[config.mk]
export PLATFORM = sky130hd
export DESIGN_NAME = seq_div_unit_flat
export DESIGN_NICKNAME = d
export VERILOG_FILES = /design/src/rtl/seq_div_unit_if.sv /design/src/rtl/seq_div_unit.sv /design/src/flat_wrapper.sv
export SDC_FILE = /design/constraint.sdc
export NUM_CORES = 1
export LEC_CHECK = 0
export CORE_MARGIN = 2
export CORE_UTILIZATION = 55
export CTS_CLUSTER_DIAMETER = 50
export DETAILED_ROUTE_END_ITERATION = 10
export HOLD_SLACK_MARGIN = 0.15
export PLACE_DENSITY = 0.83
export SYNTH_ARGS = -nofsm -noshare
export SYNTH_HDL_FRONTEND = slang
export SYNTH_SLANG_ARGS = --single-unit
export TNS_END_PERCENT = 50
[constraint.sdc]
create_clock -name clk -period 3.2 [get_ports clk]
set_clock_uncertainty 0.2 [all_clocks]
set_input_delay 0.32 -clock clk [delete_from_list [all_inputs] [get_ports clk]]
set_output_delay 0.32 -clock clk [all_outputs]
set_load 0.005 [all_outputs]
[src/rtl/seq_div_unit_if.sv]
// Operand/result handshake bundle for seq_div_unit.
// slave = divider side, master = operand source / result consumer.
interface seq_div_unit_if #(
  parameter int unsigned DW = 6,
  parameter int unsigned SW = 3
);
  logic          in_valid;
  logic          in_ready;
  logic [DW-1:0] dividend;
  logic [SW-1:0] divisor;
  logic          out_valid;
  logic          out_ready;
  logic [DW-1:0] quotient;
  logic [SW-1:0] remainder;
  logic          div_by_zero;

  modport slave (
    input  in_valid, dividend, divisor, out_ready,
    output in_ready, out_valid, quotient, remainder, div_by_zero
  );

  modport master (
    output in_valid, dividend, divisor, out_ready,
    input  in_ready, out_valid, quotient, remainder, div_by_zero
  );
endinterface

[src/rtl/seq_div_unit.sv]
// Multi-cycle restoring divider, one quotient bit per cycle, MSB first.
// Optional SEQ_DIV_BACK2BACK_EN: accept a new operand pair on the DONE handshake edge.
module seq_div_unit #(
  parameter int unsigned DW = 6,
  parameter int unsigned SW = 3
) (
  input  logic          clk,
  input  logic          rst,
  seq_div_unit_if.slave bus
);

  localparam int unsigned CW = (DW > 1) ? $clog2(DW) : 1;

  typedef enum logic [1:0] {
    IDLE,
    CALC,
    DONE
  } state_t;

  state_t        state_q, state_d;
  logic [DW-1:0] dvd_q, dvd_d;
  logic [SW-1:0] dvs_q, dvs_d;
  logic [SW:0]   pr_q, pr_d;
  logic [CW-1:0] cnt_q, cnt_d;
  logic [DW-1:0] q_out_q, q_out_d;
  logic [SW-1:0] r_out_q, r_out_d;
  logic          dbz_q, dbz_d;

  logic          accept;
  logic          in_ready;
  logic [SW:0]   pr_shift;
  logic [SW:0]   pr_sub;
  logic [SW:0]   pr_next;
  logic          q_bit;

  always_comb begin
    in_ready = (state_q == IDLE);
`ifdef SEQ_DIV_BACK2BACK_EN
    if (state_q == DONE) in_ready = bus.out_ready;
`endif
  end

  assign accept = bus.in_valid && in_ready;

  always_ff @(posedge clk or negedge rst) begin
    if (!rst) begin
      state_q <= IDLE;
      dvd_q   <= '0;
      dvs_q   <= '0;
      pr_q    <= '0;
      cnt_q   <= '0;
      q_out_q <= '0;
      r_out_q <= '0;
      dbz_q   <= 1'b0;
    end else begin
      state_q <= state_d;
      dvd_q   <= dvd_d;
      dvs_q   <= dvs_d;
      pr_q    <= pr_d;
      cnt_q   <= cnt_d;
      q_out_q <= q_out_d;
      r_out_q <= r_out_d;
      dbz_q   <= dbz_d;
    end
  end

  // dvd_q doubles as the quotient shift register: dividend bits leave at the
  // top while quotient bits enter at the bottom.
  always_comb begin
    state_d  = state_q;
    dvd_d    = dvd_q;
    dvs_d    = dvs_q;
    pr_d     = pr_q;
    cnt_d    = cnt_q;
    q_out_d  = q_out_q;
    r_out_d  = r_out_q;
    dbz_d    = dbz_q;

    pr_shift = {pr_q[SW-1:0], dvd_q[DW-1]};
    pr_sub   = pr_shift - {1'b0, dvs_q};
    q_bit    = (pr_shift >= {1'b0, dvs_q});
    pr_next  = q_bit ? pr_sub : pr_shift;

    unique case (state_q)
      IDLE: begin
      end
      CALC: begin
        dvd_d = {dvd_q[DW-2:0], q_bit};
        pr_d  = pr_next;
        cnt_d = cnt_q + CW'(1);
        if (cnt_q == CW'(DW - 1)) begin
          state_d = DONE;
          q_out_d = {dvd_q[DW-2:0], q_bit};
          r_out_d = pr_next[SW-1:0];
          dbz_d   = 1'b0;
        end
      end
      DONE: begin
        if (bus.out_ready) state_d = IDLE;
      end
      default: state_d = IDLE;
    endcase

    // A new operand pair overrides the DONE->IDLE return when back-to-back is on.
    if (accept) begin
      dvd_d = bus.dividend;
      dvs_d = bus.divisor;
      if (bus.divisor == '0) begin
        state_d = DONE;
        q_out_d = '1;
        r_out_d = '0;
        dbz_d   = 1'b1;
      end else begin
        state_d = CALC;
        pr_d    = '0;
        cnt_d   = '0;
      end
    end
  end

  assign bus.in_ready    = in_ready;
  assign bus.out_valid   = (state_q == DONE);
  assign bus.quotient    = q_out_q;
  assign bus.remainder   = r_out_q;
  assign bus.div_by_zero = dbz_q;

  a_rem_lt_div: assert property (@(posedge clk) disable iff (!rst)
    (state_q == DONE && !dbz_q) |-> (r_out_q < dvs_q));

  a_hold_stable: assert property (@(posedge clk) disable iff (!rst)
    (state_q == DONE && !bus.out_ready) |=>
      ($stable(q_out_q) && $stable(r_out_q) && $stable(dbz_q)));

endmodule

[src/flat_wrapper.sv]
// flat-port wrapper written by rule: the top's interface ports become plain ports
module seq_div_unit_flat 
#(
  parameter int unsigned DW = 6,
  parameter int unsigned SW = 3
)
  (clk, rst, bus_in_valid, bus_dividend, bus_divisor, bus_out_ready, bus_in_ready, bus_out_valid, bus_quotient, bus_remainder, bus_div_by_zero);
  seq_div_unit_if #(.DW(DW), .SW(SW)) bus_i ();
  input  logic clk;
  input  logic rst;
  input wire logic [$bits(bus_i.in_valid)-1:0] bus_in_valid;
  input wire logic [$bits(bus_i.dividend)-1:0] bus_dividend;
  input wire logic [$bits(bus_i.divisor)-1:0] bus_divisor;
  input wire logic [$bits(bus_i.out_ready)-1:0] bus_out_ready;
  output wire logic [$bits(bus_i.in_ready)-1:0] bus_in_ready;
  output wire logic [$bits(bus_i.out_valid)-1:0] bus_out_valid;
  output wire logic [$bits(bus_i.quotient)-1:0] bus_quotient;
  output wire logic [$bits(bus_i.remainder)-1:0] bus_remainder;
  output wire logic [$bits(bus_i.div_by_zero)-1:0] bus_div_by_zero;
  assign bus_i.in_valid = bus_in_valid;
  assign bus_i.dividend = bus_dividend;
  assign bus_i.divisor = bus_divisor;
  assign bus_i.out_ready = bus_out_ready;
  assign bus_in_ready = bus_i.in_ready;
  assign bus_out_valid = bus_i.out_valid;
  assign bus_quotient = bus_i.quotient;
  assign bus_remainder = bus_i.remainder;
  assign bus_div_by_zero = bus_i.div_by_zero;
  seq_div_unit #(.DW(DW), .SW(SW)) u_core (.clk(clk), .rst(rst), .bus(bus_i));
endmodule
### After elaboration in Yosys (flattened, before gate mapping)

Index checks and enable logic that the tools add are counted.
W data, S select, Z words.

* reductions and logical operators: 5
* muxes and demuxes: 26
* add/subtract/negate cells: 2
* eq/ne operators: 6
* magnitude comparators: 1

Operator list (count)
* $mux W6: 6
* $mux W3: 7
* $mux W4: 4
* $mux W2: 4
* $pmux W2 S3: 1
* $ge A4 B3 Y1: 1
* $mux W1: 4
* $sub A4 B3 Y4: 1
* $add A3 B1 Y3 const B: 1
* $eq A3 B3 Y1 const B: 1
* $logic_not A3 Y1: 1
* $ne A3 B1 Y1 const B: 1
* $ne A3 B2 Y1 const B: 1
* $reduce_and A3 Y1: 1
* $eq A2 B1 Y1 const B: 1
* $eq A2 B2 Y1 const B: 1
* $logic_not A2 Y1: 1
* $ne A2 B1 Y1 const B: 1
* $reduce_bool A2 Y1: 1
* $logic_and A1 B1 Y1: 1

* bits of input ports: 13
* register bits: 28
* output and inout port bits: 12

### Longest topological paths before layout

* depth after elaboration: 6
* mapped depth: 7
* depth with buffers taken out: 7

### Least setup slack after synthesis

No wires, ideal clock.

* path kind: flip-flop to flip-flop
* start point: reg u_core.dvd_q[5]
* end point: reg u_core.r_out_q[0], in the netlist u_core.bus.remainder[0]
* period minus slack after synthesis: 2022 ps
* required time: 2927 ps
* library setup time: 73 ps
* cell stages (with the launch flop): 8
* path slack: 1178 ps
* data arrival time: 1749 ps
* buffers on the path: 0
* cells stage by stage: dfrtp_1 > inv_1 > ha_1 > fa_1 > a21bo_1 > a211o_4 > mux2_4 > a21oi_2

* cells in the longest elaborated chain, start to end: 6

Ends and longest elaborated chain
* start, declared: line seq_div_unit.sv:21 `logic [DW-1:0] dvd_q, dvd_d;`
* start signal, assigned: line seq_div_unit.sv:57 `dvd_q <= dvd_d;`
* $sub A4 B3 Y4 / $ge A4 B3 Y1 (equally long branches): line seq_div_unit.sv:80, seq_div_unit.sv:81
* $mux W4 (*): line seq_div_unit.sv:82 `pr_next = q_bit ? pr_sub : pr_shift;`
* $mux W3 (*): line seq_div_unit.sv:91 `if (cnt_q == CW'(DW - 1)) begin`
* $mux W3 (*): line seq_div_unit.sv:84 `unique case (state_q)`
* $mux W3: line seq_div_unit.sv:108 `if (bus.divisor == '0) begin`
* $mux W3 (*): line seq_div_unit.sv:105 `if (accept) begin`
* via u_core.r_out_d[0]: line seq_div_unit.sv:26 `logic [SW-1:0] r_out_q, r_out_d;`
* end signal, assigned: line seq_div_unit.sv:62 `r_out_q <= r_out_d;`
* end, declared: line seq_div_unit.sv:26

Mark *: on every way through the listed nets, which the timed path passes. The rest lies on a longest branch.
A chain may end at the register's enable or synchronous reset.

### Worst setup path after layout

* start point: reg u_core.state_q[0]
* end point: reg u_core.r_out_q[1], in the netlist u_core.bus.remainder[1]

* cells in the longest elaborated chain, start to end: 4

Ends and longest elaborated chain
* start, declared: line seq_div_unit.sv:20 `state_t state_q, state_d;`
* start signal, assigned: line seq_div_unit.sv:56 `state_q <= state_d;`
* $eq A2 B1 Y1: line seq_div_unit.sv:84
* $mux W3: line seq_div_unit.sv:84
* $mux W3: line seq_div_unit.sv:108
* $mux W3 (*): line seq_div_unit.sv:105
* via u_core.r_out_d[1]: line seq_div_unit.sv:26

Marked as above.

==> results.toml <==
[critical_path]
start_kind = "register"
cp_slowest_stage_delay_ns = 0.63
crit_start = "u_core.state_q[0]$_DFFE_PN0P_"
reg2reg_slack_ns = 0.96
cp_cell_sequence = "nor2b_1 > nand3_1 > nand3_1 > o21ai_1"
r2r_start = "u_core.state_q[0]$_DFFE_PN0P_"
r2r_end = "u_core.bus.remainder[1]$_DFF_PN0_"
cp-end-kind = "register"
ff2ff_path_depth = 4
worst_path_most_repeated_cell = "nand3_1"
cp.required_ns = 3.19
crit_fanout = 15
crit_path_top_delay_cell = "dfrtp_1"
worstSetupPathType = "reg2reg"
arrival_ns = 2.23

[timing]
final-setup-viol-count = 0
worst_slew_pin_slew_ns = 0.597
hold_viol = 0
tns_ns = 0
relSlewSlack_pct = 60.1
drv_slew = 0
rsz0062_at_grt = "false"
fmax_ghz = 0.447
post-route-period-util_pct = 69.9
fin_crit_ns = 2.24
whs_ns = 0.162

[grt]
grt_util_all_layers_pct = 21.6
grt_pass1_wl_mm = 4.50
grt_pass1_vias = 993
overflow = 0
grt_start_max_net_pins = 28
antenna_found_initial = 0

[logic_synthesis]
synth_nets = 156
avgSynthCellArea_um2 = 9.94
yosys.area.top_type = "dfrtp_1"
yosysWarnings = 0
synth_cells = 137
syn_area_um2 = 1360
synth.yosys.seq_area_share_pct = 49.6
synthDistinctLibCells = 30
yosysTopAreaCellShare_pct = 49.6
synth_area_leaders = "dfrtp_1 50%, nand2_1 4.7%, ha_1 4.6%, nor2b_1 4.1%, a21oi_1 4.0%"
ys_ff_latch = 27

[layout]
nets = 181
fill_cells = 179
syn_to_final_growth_pct = 21.5
antenna_cells = 0
final_cells = 191
drive_above_1_share_pct = 6.83

[power_and_ir_drop]
swShare_pct = 38.3
power_leakage_nw = 0.743
power.internal_mw = 1.03
power.net_switching_mw = 0.638
ir_drop_v = 0.000584
power_density_nw_per_um2 = 1010
total_power_mw = 1.66
power_frac_comb_pct = 51.9
p_clk_share_pct = 8.5
power.share.sequential_pct = 39.6

[detailed_routing]
first_iter_violations = 35
postRouteAntennaNets = 0
drt_wl_total_mm = 2.67
drt-pass1-iter-count = 4
drc = 0
num_vias = 1061
viasPerCell = 5.55
detail_route.wl_per_cell_um = 14.0

[clock_tree]
cts_root_buffer = "clkbuf_4"
clockBufferDepth = 2
cts_resized = 0
worst_skew_pair.late_latency_ns = 0.31
cts_setup_buffers = 0
numCtsBuffers = 3
cts_tree = "built"
cts_num_sinks = 27
htree_levels = 1
hold_buffers = 0
clk_pin_slew_ns = 0.14

[floorplan]
die_area_um2 = 2890
core-area_um2 = 2410
num_rows = 18
die_x_um = 53.8
die_h_um = 53.8
initial_core_util_pct = 56.5
io_pins = 25

[place]
place_inst = 187
gp_congestion = 0.773
io_buffers = 24
place_hpwl_mm = 2.01

[run_status]
status = "finished, final reports clean"

[job]
maxCapViolCount = 0

[worst_hold_path]
hp-class = "in2async"
-- cells in the mapped netlist --
cell type  number
o22ai_1         2
nand3_1         9
o21ai_1        11
xor2_1          1
ha_1            5
nor3b_1         1
a21oi_1        11
a221o_1         1
or3_1           1
a211oi_1        1
mux2_1          3
and3_1          1
a21bo_1         1
nor3_2          1
clkbuf_1        3
nor2_1          8
nor2b_1         9
mux2_4          2
o21ai_0         1
buf_2           3
a211o_4         1
a22oi_1         4
mux2i_1         1
fa_1            1
inv_1           6
dfrtp_1        27
a21oi_2         2
xnor2_1         2
nand2_1        17
and3b_1         1
-- state kept, by name, indices dropped and copies added (netlist names) --
register / cells
u_core.bus.div_by_zero: 1
u_core.bus.quotient: 6
u_core.bus.remainder: 3
u_core.cnt_q: 3
u_core.dvd_q: 6
u_core.dvs_q: 3
u_core.pr_q: 3
u_core.state_q: 2
-- cell families after synthesis --
family                     after synthesis  share of synthesized area (%)
AOI/OAI and AO/OA                       35                           16.2
xor gates and xnor gates                 3                           1.93
adders and majority gates                6                           6.07
buffers and inverters                   12                           3.58
DFF                                     27                           49.6
muxes                                    6                           5.42
and+or+nand+nor                         48                           17.2
-- layer usage --
metal | track usage, % | part of all wire [%]
met1 | 29.5 | 47
met2 | 33.3 | 48
met3 | 3.89 | 3.8
met4 | 9.83 | 1.0
met5 | 0 | 0
-- cells in the final DEF, fill, tap and decap left out, drive strengths merged, types with 2 or more instances in the layout --
cell,Yosys,routed
nor2b,9,9
a22oi,4,4
o22ai,2,2
buf,3,2
nand3,9,9
clkdlybuf4s50,0,24
inv,6,6
clkbuf,3,4
nor2,8,8
mux2,5,5
dfrtp,27,27
nand2,17,17
xnor2,2,2
o21ai,12,12
a21oi,13,13
ha,5,5
-- worst max path at each step --
stage                                        endpoint  slack [ns]  cells after the start
global route         u_core.bus.quotient[0]$_DFF_PN0_        0.80                      4
floorplan           u_core.bus.remainder[0]$_DFF_PN0_        1.18                      7
detailed placement  u_core.bus.remainder[1]$_DFF_PN0_        1.00                      4
finish              u_core.bus.remainder[1]$_DFF_PN0_        0.96                      4
global placement             u_core.pr_q[0]$_DFF_PN0_        1.07                      7
CTS                 u_core.bus.remainder[1]$_DFF_PN0_        0.99                      4
-- area by class of cell --
class | instances | area, um^2 | share of cell area, %
well taps | 30 | 37.5 | 2.27
repair buffers | 26 | 255 | 15.4
clock buffers | 4 | 26.3 | 1.59
flip-flops and latches | 27 | 676 | 40.8
multi-input cells | 98 | 637 | 38.5
inverters | 6 | 22.5 | 1.36
-- power groups by stage --
| stage | Clock [mW] | Combinational [mW] | Sequential [mW] |
|---|---|---|---|
| after floorplan | 0 | 0.610 | 0.617 |
| after global placement | 0 | 0.831 | 0.654 |
| after detailed placement | 0 | 0.862 | 0.665 |
| after CTS | 0.148 | 0.869 | 0.657 |
| after global routing | 0.161 | 0.968 | 0.687 |
| final | 0.142 | 0.863 | 0.659 |
-- critical path, delay by kind of cell, from the launching register on --
family	cells	cell delay (ns)
and+or+nand+nor	3	1.21
DFF	1	0.63
AOI/OAI and AO/OA	1	0.08
-- stage by stage --
| step | setup slack, ns | utilization, % | area (um^2) |
|---|---|---|---|
| after floorplan | 1.18 | - | 1360 |
| after global placement | 1.07 | 67.5 | 1630 |
| after detailed placement | 1.00 | 67.5 | 1630 |
| after CTS | 0.987 | 68.6 | 1650 |
| after global routing | 0.797 | 68.6 | 1650 |
| final | 0.962 | 68.6 | 1650 |
No activity file was read; power rests on OpenSTA's default activity.
